**config.mk**
```make
export PLATFORM = sky130hd
export DESIGN_NAME = cpu_sequencer
export DESIGN_NICKNAME = d
export VERILOG_FILES = /design/src/rtl/cpu_pkg.sv /design/src/rtl/instr_decode.sv /design/src/rtl/cpu_sequencer.sv
export SDC_FILE = /design/constraint.sdc
export NUM_CORES = 1
export LEC_CHECK = 0
export CAP_MARGIN = 20
export CORE_ASPECT_RATIO = 1.5
export CORE_MARGIN = 2
export CORE_UTILIZATION = 45
export CTS_CLUSTER_SIZE = 14
export DETAILED_ROUTE_END_ITERATION = 16
export GPL_TIMING_DRIVEN = 0
export PLACE_DENSITY = 0.82
export SYNTH_ARGS = -nofsm -noshare
export SYNTH_HDL_FRONTEND = slang
export SYNTH_SLANG_ARGS = --single-unit
```
**constraint.sdc**
```tcl
create_clock -name clk -period 2.8 [get_ports clk]
set_clock_uncertainty 0.1 [all_clocks]
set_input_delay 0.28 -clock clk [delete_from_list [all_inputs] [get_ports clk]]
set_output_delay 0.28 -clock clk [all_outputs]
set_load 0.05 [all_outputs]
```
**src/rtl/cpu_pkg.sv**
```systemverilog
// Shared types and instruction field helpers for the 8-bit CPU sequencer.
package cpu_pkg;

  typedef enum logic [1:0] {
    OP_ONE  = 2'b00,
    OP_ADD  = 2'b01,
    OP_SUB  = 2'b10,
    OP_SWAP = 2'b11
  } op_t;

  typedef enum logic [2:0] {
    ST_IDLE,
    ST_FETCH,
    ST_DECODE,
    ST_READ,
    ST_EXEC,
    ST_WB,
    ST_WB2,
    ST_HALT
  } seq_state_t;

  localparam logic [7:0] INSTR_HALT = 8'h00;

  function automatic op_t get_op(input logic [7:0] instr);
    return op_t'(instr[7:6]);
  endfunction

  function automatic logic [2:0] get_ra(input logic [7:0] instr);
    return instr[5:3];
  endfunction

  function automatic logic [2:0] get_rb(input logic [7:0] instr);
    return instr[2:0];
  endfunction

endpackage

```
**src/rtl/instr_decode.sv**
```systemverilog
// Combinational split of the latched instruction into op, register fields and class bits.
module instr_decode
  import cpu_pkg::*;
(
  input  logic [7:0] instr,
  output logic [1:0] op,
  output logic [2:0] ra,
  output logic [2:0] rb,
  output logic       is_halt,
  output logic       is_swap,
  output logic       writes_flag
);

  assign op          = get_op(instr);
  assign ra          = get_ra(instr);
  assign rb          = get_rb(instr);
  assign is_halt     = (instr == INSTR_HALT);
  assign is_swap     = (get_op(instr) == OP_SWAP);
  // SWAP only moves data, so it leaves the zero flag alone
  assign writes_flag = !is_swap;

endmodule

```
**src/rtl/cpu_sequencer.sv**
```systemverilog
// Fetch/decode/read/execute/writeback sequencer; owns PC, zero flag and halt state.
//   state  | meaning
//   IDLE   | waiting for start
//   FETCH  | mem_req high at PC until mem_ack
//   DECODE | halt check, RF read addresses presented
//   READ   | capture RF read data into a_q/b_q
//   EXEC   | capture ALU result, update zero flag
//   WB     | write r[ra]; SWAP continues to WB2
//   WB2    | SWAP second write r[rb]
//   HALT   | absorbing until reset
module cpu_sequencer
  import cpu_pkg::*;
#(
  parameter int              PC_W     = 8,
  parameter logic [PC_W-1:0] RESET_PC = '0
) (
  input  logic            clk,
  input  logic            rst_n,
  input  logic            start,
  output logic [PC_W-1:0] mem_addr,
  output logic            mem_req,
  input  logic            mem_ack,
  input  logic [7:0]      mem_rdata,
  output logic [2:0]      rf_raddr_a,
  output logic [2:0]      rf_raddr_b,
  input  logic [7:0]      rf_rdata_a,
  input  logic [7:0]      rf_rdata_b,
  output logic [1:0]      alu_op,
  output logic [7:0]      alu_a,
  output logic [7:0]      alu_b,
  input  logic [7:0]      alu_y,
  output logic            rf_we,
  output logic [2:0]      rf_waddr,
  output logic [7:0]      rf_wdata,
  output logic            flag_zero,
  output logic            busy,
  output logic            halted
);

  seq_state_t      state, state_next;
  logic [PC_W-1:0] pc;
  logic [7:0]      instr_q, a_q, b_q, res_q;
  logic [1:0]      op;
  logic [2:0]      ra, rb;
  logic            is_halt, is_swap, writes_flag;

  instr_decode u_decode (
    .instr       (instr_q),
    .op          (op),
    .ra          (ra),
    .rb          (rb),
    .is_halt     (is_halt),
    .is_swap     (is_swap),
    .writes_flag (writes_flag)
  );

  always_comb begin
    state_next = state;
    case (state)
      ST_IDLE:   if (start) state_next = ST_FETCH;
      ST_FETCH:  if (mem_ack) state_next = ST_DECODE;
      ST_DECODE: state_next = is_halt ? ST_HALT : ST_READ;
      ST_READ:   state_next = ST_EXEC;
      ST_EXEC:   state_next = ST_WB;
      ST_WB:     state_next = is_swap ? ST_WB2 : ST_FETCH;
      ST_WB2:    state_next = ST_FETCH;
      ST_HALT:   state_next = ST_HALT;
      default:   state_next = ST_IDLE;
    endcase
  end

  always_ff @(posedge clk or negedge rst_n) begin
    if (!rst_n) begin
      state     <= ST_IDLE;
      pc        <= RESET_PC;
      instr_q   <= '0;
      a_q       <= '0;
      b_q       <= '0;
      res_q     <= '0;
      flag_zero <= 1'b0;
    end else begin
      state <= state_next;
      case (state)
        ST_FETCH: if (mem_ack) instr_q <= mem_rdata;
        ST_READ: begin
          a_q <= rf_rdata_a;
          b_q <= rf_rdata_b;
        end
        ST_EXEC: begin
          res_q <= alu_y;
          if (writes_flag) flag_zero <= (alu_y == 8'h00);
        end
        ST_WB:   if (!is_swap) pc <= pc + PC_W'(1);
        ST_WB2:  pc <= pc + PC_W'(1);
        default: ;
      endcase
    end
  end

  // Every output below depends only on registered state and latches
  assign mem_addr   = pc;
  assign mem_req    = (state == ST_FETCH);
  assign rf_raddr_a = ra;
  assign rf_raddr_b = rb;
  assign alu_op     = op;
  assign alu_a      = a_q;
  assign alu_b      = b_q;
  assign rf_we      = (state == ST_WB) || (state == ST_WB2);
  assign rf_waddr   = (state == ST_WB2) ? rb : ra;
  assign rf_wdata   = (state == ST_WB2) ? a_q : (is_swap ? b_q : res_q);
  assign busy       = (state != ST_IDLE) && (state != ST_HALT);
  assign halted     = (state == ST_HALT);

endmodule

```
* Yosys cells after proc, flatten, opt, wreduce, memory -nomap -nowiden
Index checks and enable logic that the tools add are counted.
** Word-level totals
- Flip-flop bits (word level) :: 44
- Bits in latches :: 0
- Bits in writable memories :: 0
- Memory bits (read-only) :: 0
- Input bits :: 36
- Output and inout bits :: 48
- Logic and storage cells :: 42
- Memories :: 0
** Operators by class
- Add/sub/neg operators :: 1
- Multiply operators :: 0
- Div/mod/pow operators :: 0
- Magnitude comparators :: 0
- Eq/ne operators :: 12
- Shift operators :: 0
- Muxes and demuxes :: 10
- Bitwise gates (word level) :: 1
- Reduce and logical (&&, ||, !) cells :: 11
** Operator list (count)
- $mux 8 :: 3
- $pmux 3 s8 :: 1
- $logic_not 8->1 :: 2
- $pmux 8 s2 :: 1
- $mux 3 :: 5
- $eq 3x3->1 const B :: 4
- $add 8x1->8 const B :: 1
- $reduce_and 2->1 :: 4
- $eq 3x2->1 const B :: 2
- $ne 2x2->1 const B :: 2
- $eq 3x1->1 const B :: 1
- $logic_not 3->1 :: 1
- $ne 3x3->1 const B :: 1
- $reduce_bool 3->1 :: 1
- $eq 2x2->1 const B :: 1
- $ne 2x1->1 const B :: 1
- $reduce_bool 2->1 :: 1
- $logic_and 1x1->1 :: 1
- $logic_or 1x1->1 :: 1
- $not 1->1 :: 1

* Depth between registers and ports, before layout
- Depth in word-level cells :: 3
- Gate-level depth with buffers :: 6
- Gate-level depth less buffers :: 4

* Modules after synthesis
Synthesis repeated with hierarchy kept, for this count alone.
** Unflattened totals
- Cells, all modules :: 182
- Area total of the unflattened synthesis :: 2212.1 µm²
** By module, submodules not included
- cpu_sequencer :: times used 1, cells each 169, area each 2125.8 µm², sequential area each 1101.1 µm²
- instr_decode :: times used 1, cells each 13, area each 86.3 µm², sequential area each 0.0 µm²

* Least setup slack after synthesis
OpenSTA, ideal clock, no wires.
- Path kind :: reg2out
- Start :: register instr_q[6]
- End :: output rf_wdata[0]
- Data arrival time :: 2084 ps
- Data required time :: 2420 ps
- Slack :: 336 ps
- Cell stages (with the launch flop) :: 5
- Buffers on the path :: 1
- Cell sequence :: dfrtp_1 buf_2 nand2_1 mux2i_1 a21oi_1
** On the way
- Longest elaborated chain between the ends :: 3
** Ends and longest elaborated chain
- from (decl) :: line cpu_sequencer.sv:42 : logic [7:0] instr_q, a_q, b_q, res_q;
- from (signal assigned) :: line cpu_sequencer.sv:84 : ST_FETCH: if (mem_ack) instr_q <= mem_rdata;
- $eq 2x2->1 :: line instr_decode.sv:18 : assign is_swap = (get_op(instr) == OP_SWAP);
- $mux 8 (2 in series) :: line cpu_sequencer.sv:110 : assign rf_wdata = (state == ST_WB2) ? a_q : (is_swap ? b_q : res_q);
- to (decl) :: line cpu_sequencer.sv:34 : output logic [7:0] rf_wdata,
No other way between the ends.

* Worst setup path in the final report
- Start :: register state[0]
- End :: output rf_waddr[0]
** On the way
- Longest elaborated chain between the ends :: 2
** Ends and longest elaborated chain
- from (decl) :: line cpu_sequencer.sv:40 : seq_state_t state, state_next;
- from (signal assigned) :: line cpu_sequencer.sv:82 : state <= state_next;
- $eq 3x3->1 :: line cpu_sequencer.sv:109 : assign rf_waddr = (state == ST_WB2) ? rb : ra;
- $mux 3 :: line cpu_sequencer.sv:109
- to (decl) :: line cpu_sequencer.sv:33 : output logic [2:0] rf_waddr,
No other way between the ends.

==> reports/qor.yml <==
final.period_utilization_pct: 94.5
port_buffers: 83
cts_tree: "built"
clock_latency_ns: 0.30
cp-end-kind: "primary output"
status: "finished, final reports clean"
drc: 0
ios: 84
syn-cell-area_um2: 2160
crit_required_ns: 2.42
crit_arrival_ns: 2.27
multi_input_area_um2: 983
avgRoutedWirePerCell_um: 15.0
worstMarginPinSlew_ns: 0.515
finalSetupTns_ns: 0
startpoint_type: "flip-flop"
grt_max_degree: 33
grt_pass1_wl_um: 7850
place.gp.congestion: 0.780
vias: 1654
setup_viol: 0
min_period_ns: 2.65
layout.nets: 299
cts_htree_levels: 2
slew_headroom_pct: 65.6
clock_tree.root_cell: "clkbuf_8"
initial_core_util_pct: 47.3
drive_above_1_share_pct: 25.1
synthTopCellsByArea: "dfrtp_1, mux2_2, mux2_4"
rsz0062_at_grt: "false"
finalHoldViolCount: 0
drt-initial-drc-count: 61
grt_pass1_vias: 1707
syn2layout_area_growth_pct: 48.2
die_y_um: 88.9
syn_inst: 170
core_um2: 4580
layout_commonest_cell: "clkdlybuf4s50_1"
vias_per_cell: 5.06
grt_overflow: 0
postSynthAreaPerCell_um2: 12.7
cts_max_path_buffers: 2
drt-pass1-iter-count: 4
hp-class: "input pin to asynchronous set/reset pin"
diodes: 0
cts_buffers: 5
die_w_um: 60.6
cp_max_fo: 10
hpwl_um: 3660
final_cell_mix: "clkdlybuf4s50_1, dfrtp_1, mux2_2"
slowest_stage: "clkdlybuf4s50_1"
syn-num-nets: 207
synth_top_area_share_pct: 50.9
ys_warn_count: 0
synth_top_cell_by_area: "dfrtp_1"
fp-row-count: 30
ant_nets: 0
path_cells: "buf_4 > nand3b_2 > mux2_2 > clkdlybuf4s50_1"
grt_use_total_pct: 19.5
ys_seq_area_share_pct: 50.9
slowest_delay_ns: 0.79
antenna_found_initial: 0
path_class: "flip-flop to primary output"
final_max_slew_viol_count: 0
crit_buf_inv: 2
dieArea_um2: 5390
drv_cap: 0
yosysUniqueCellTypes: 38
clk_pin_slew_ns: 0.08
wirelength_um: 4910
synth_seq_cells: 44
nFillCells: 354
cp_top_family: "buffers and inverters"
cts.sinks: 44
seq_area_um2: 1100
fmaxAchievable_mhz: 378
cells by family after synthesis:
group,count (synthesis),share of synthesized area [%]
mux,44,23.9
flops,44,50.9
simple gates,42,11.7
compound gates,20,5.90
buf+inv,11,3.81
xor+xnor,8,3.24
fa+ha+maj,1,0.578
synth_stat cells:
master	n
nand4_1	2
a311o_1	1
xor2_1	5
mux2_2	27
nand4_4	1
a21oi_2	1
o21ai_0	3
nor4_1	3
and2_1	1
inv_1	1
nand2_1	9
buf_4	4
nand3b_2	2
mux2i_2	1
a22o_1	1
nor3b_4	1
o22a_1	1
and3_1	1
a21oi_1	9
nor3_1	5
nor3b_1	1
o22ai_1	1
nor2_1	11
dfrtp_1	44
mux2i_1	8
xnor2_1	3
mux2_4	8
nor4_2	1
buf_2	3
and2_4	1
a31o_2	1
a21o_1	1
nand3_1	1
nand2b_1	1
ha_1	1
buf_6	3
a41oi_1	1
nor2_2	1
registers in the layout, summed over array words and instances, names as in the netlist:
| signal | cells |
|---|---|
| flag_zero | 1 |
| instr_q | 8 |
| mem_addr | 8 |
| alu_b | 8 |
| res_q | 8 |
| state | 3 |
| alu_a | 8 |
stage by stage:
stage / std cells / utilization [%] / worst slack [ns] / instance area [um2] / hold WS, ns
6_report: 327 / 70.1 / 0.153 / 3210 / 0.305
5_1_grt: 327 / 70.1 / 0.0369 / 3210 / 0.329
4_1_cts: 327 / 70.0 / 0.0146 / 3210 / 0.317
3_5_place_dp: 318 / 67.5 / 0.248 / 3090 / 0.0982
3_3_place_gp: 317 / 67.2 / 0.187 / 3080 / 0.358
2_1_floorplan: 170 / - / 0.336 / 2160 / -0.116
worst register-to-register path: cells and delay by family, from the launching register on:
family,cells,cell delay [ns]
buf+inv,1,0.16
flops,1,0.46
mux,1,0.31
simple gates,3,0.48
metal layers:
layer	vias up	share of wire, %	global-route usage [%]
met5	-	0	0
met4	0	1.1	5.34
met3	5	5.7	4.78
met2	50	55	35.7
met1	816	38	22.2
li1	783	-	-
final timing paths:
kind | end | slack [ns] | startpoint | cells after the start
min in group clk | mem_addr[7] | 0.38 | mem_addr[7] | 1
worst max register to register | instr_q[6] | 1.18 | state[2] | 5
worst min-delay path | alu_a[6] | 0.31 | rst_n | 2
max in group asynchronous | mem_addr[7] | 1.82 | rst_n | 3
worst max-delay path | rf_waddr[0] | 0.15 | state[0] | 4
worst min register to register | mem_addr[7] | 0.38 | mem_addr[7] | 1
layout make-up:
type	count	share of cell area (%)
Inverter	1	0.117
Buffer	10	2.46
Clock buffer	5	2.15
Sequential cell	44	34.3
Clock inverter	3	1.33
Multi-Input combinational cell	115	30.7
Tap cell	64	2.50
Timing Repair Buffer	85	26.5
timing repair:
action	CTS	global route
endpoints found under the setup margin	8	1
hold buffers	1	0
setup buffers	0	0
cloned	0	0
resized for setup	8	1
hold endpoints to repair	12	0
Power is left out: the tool's default activity adds up to more than one toggle a clock period on the data nets, which glitch-free logic cannot reach.
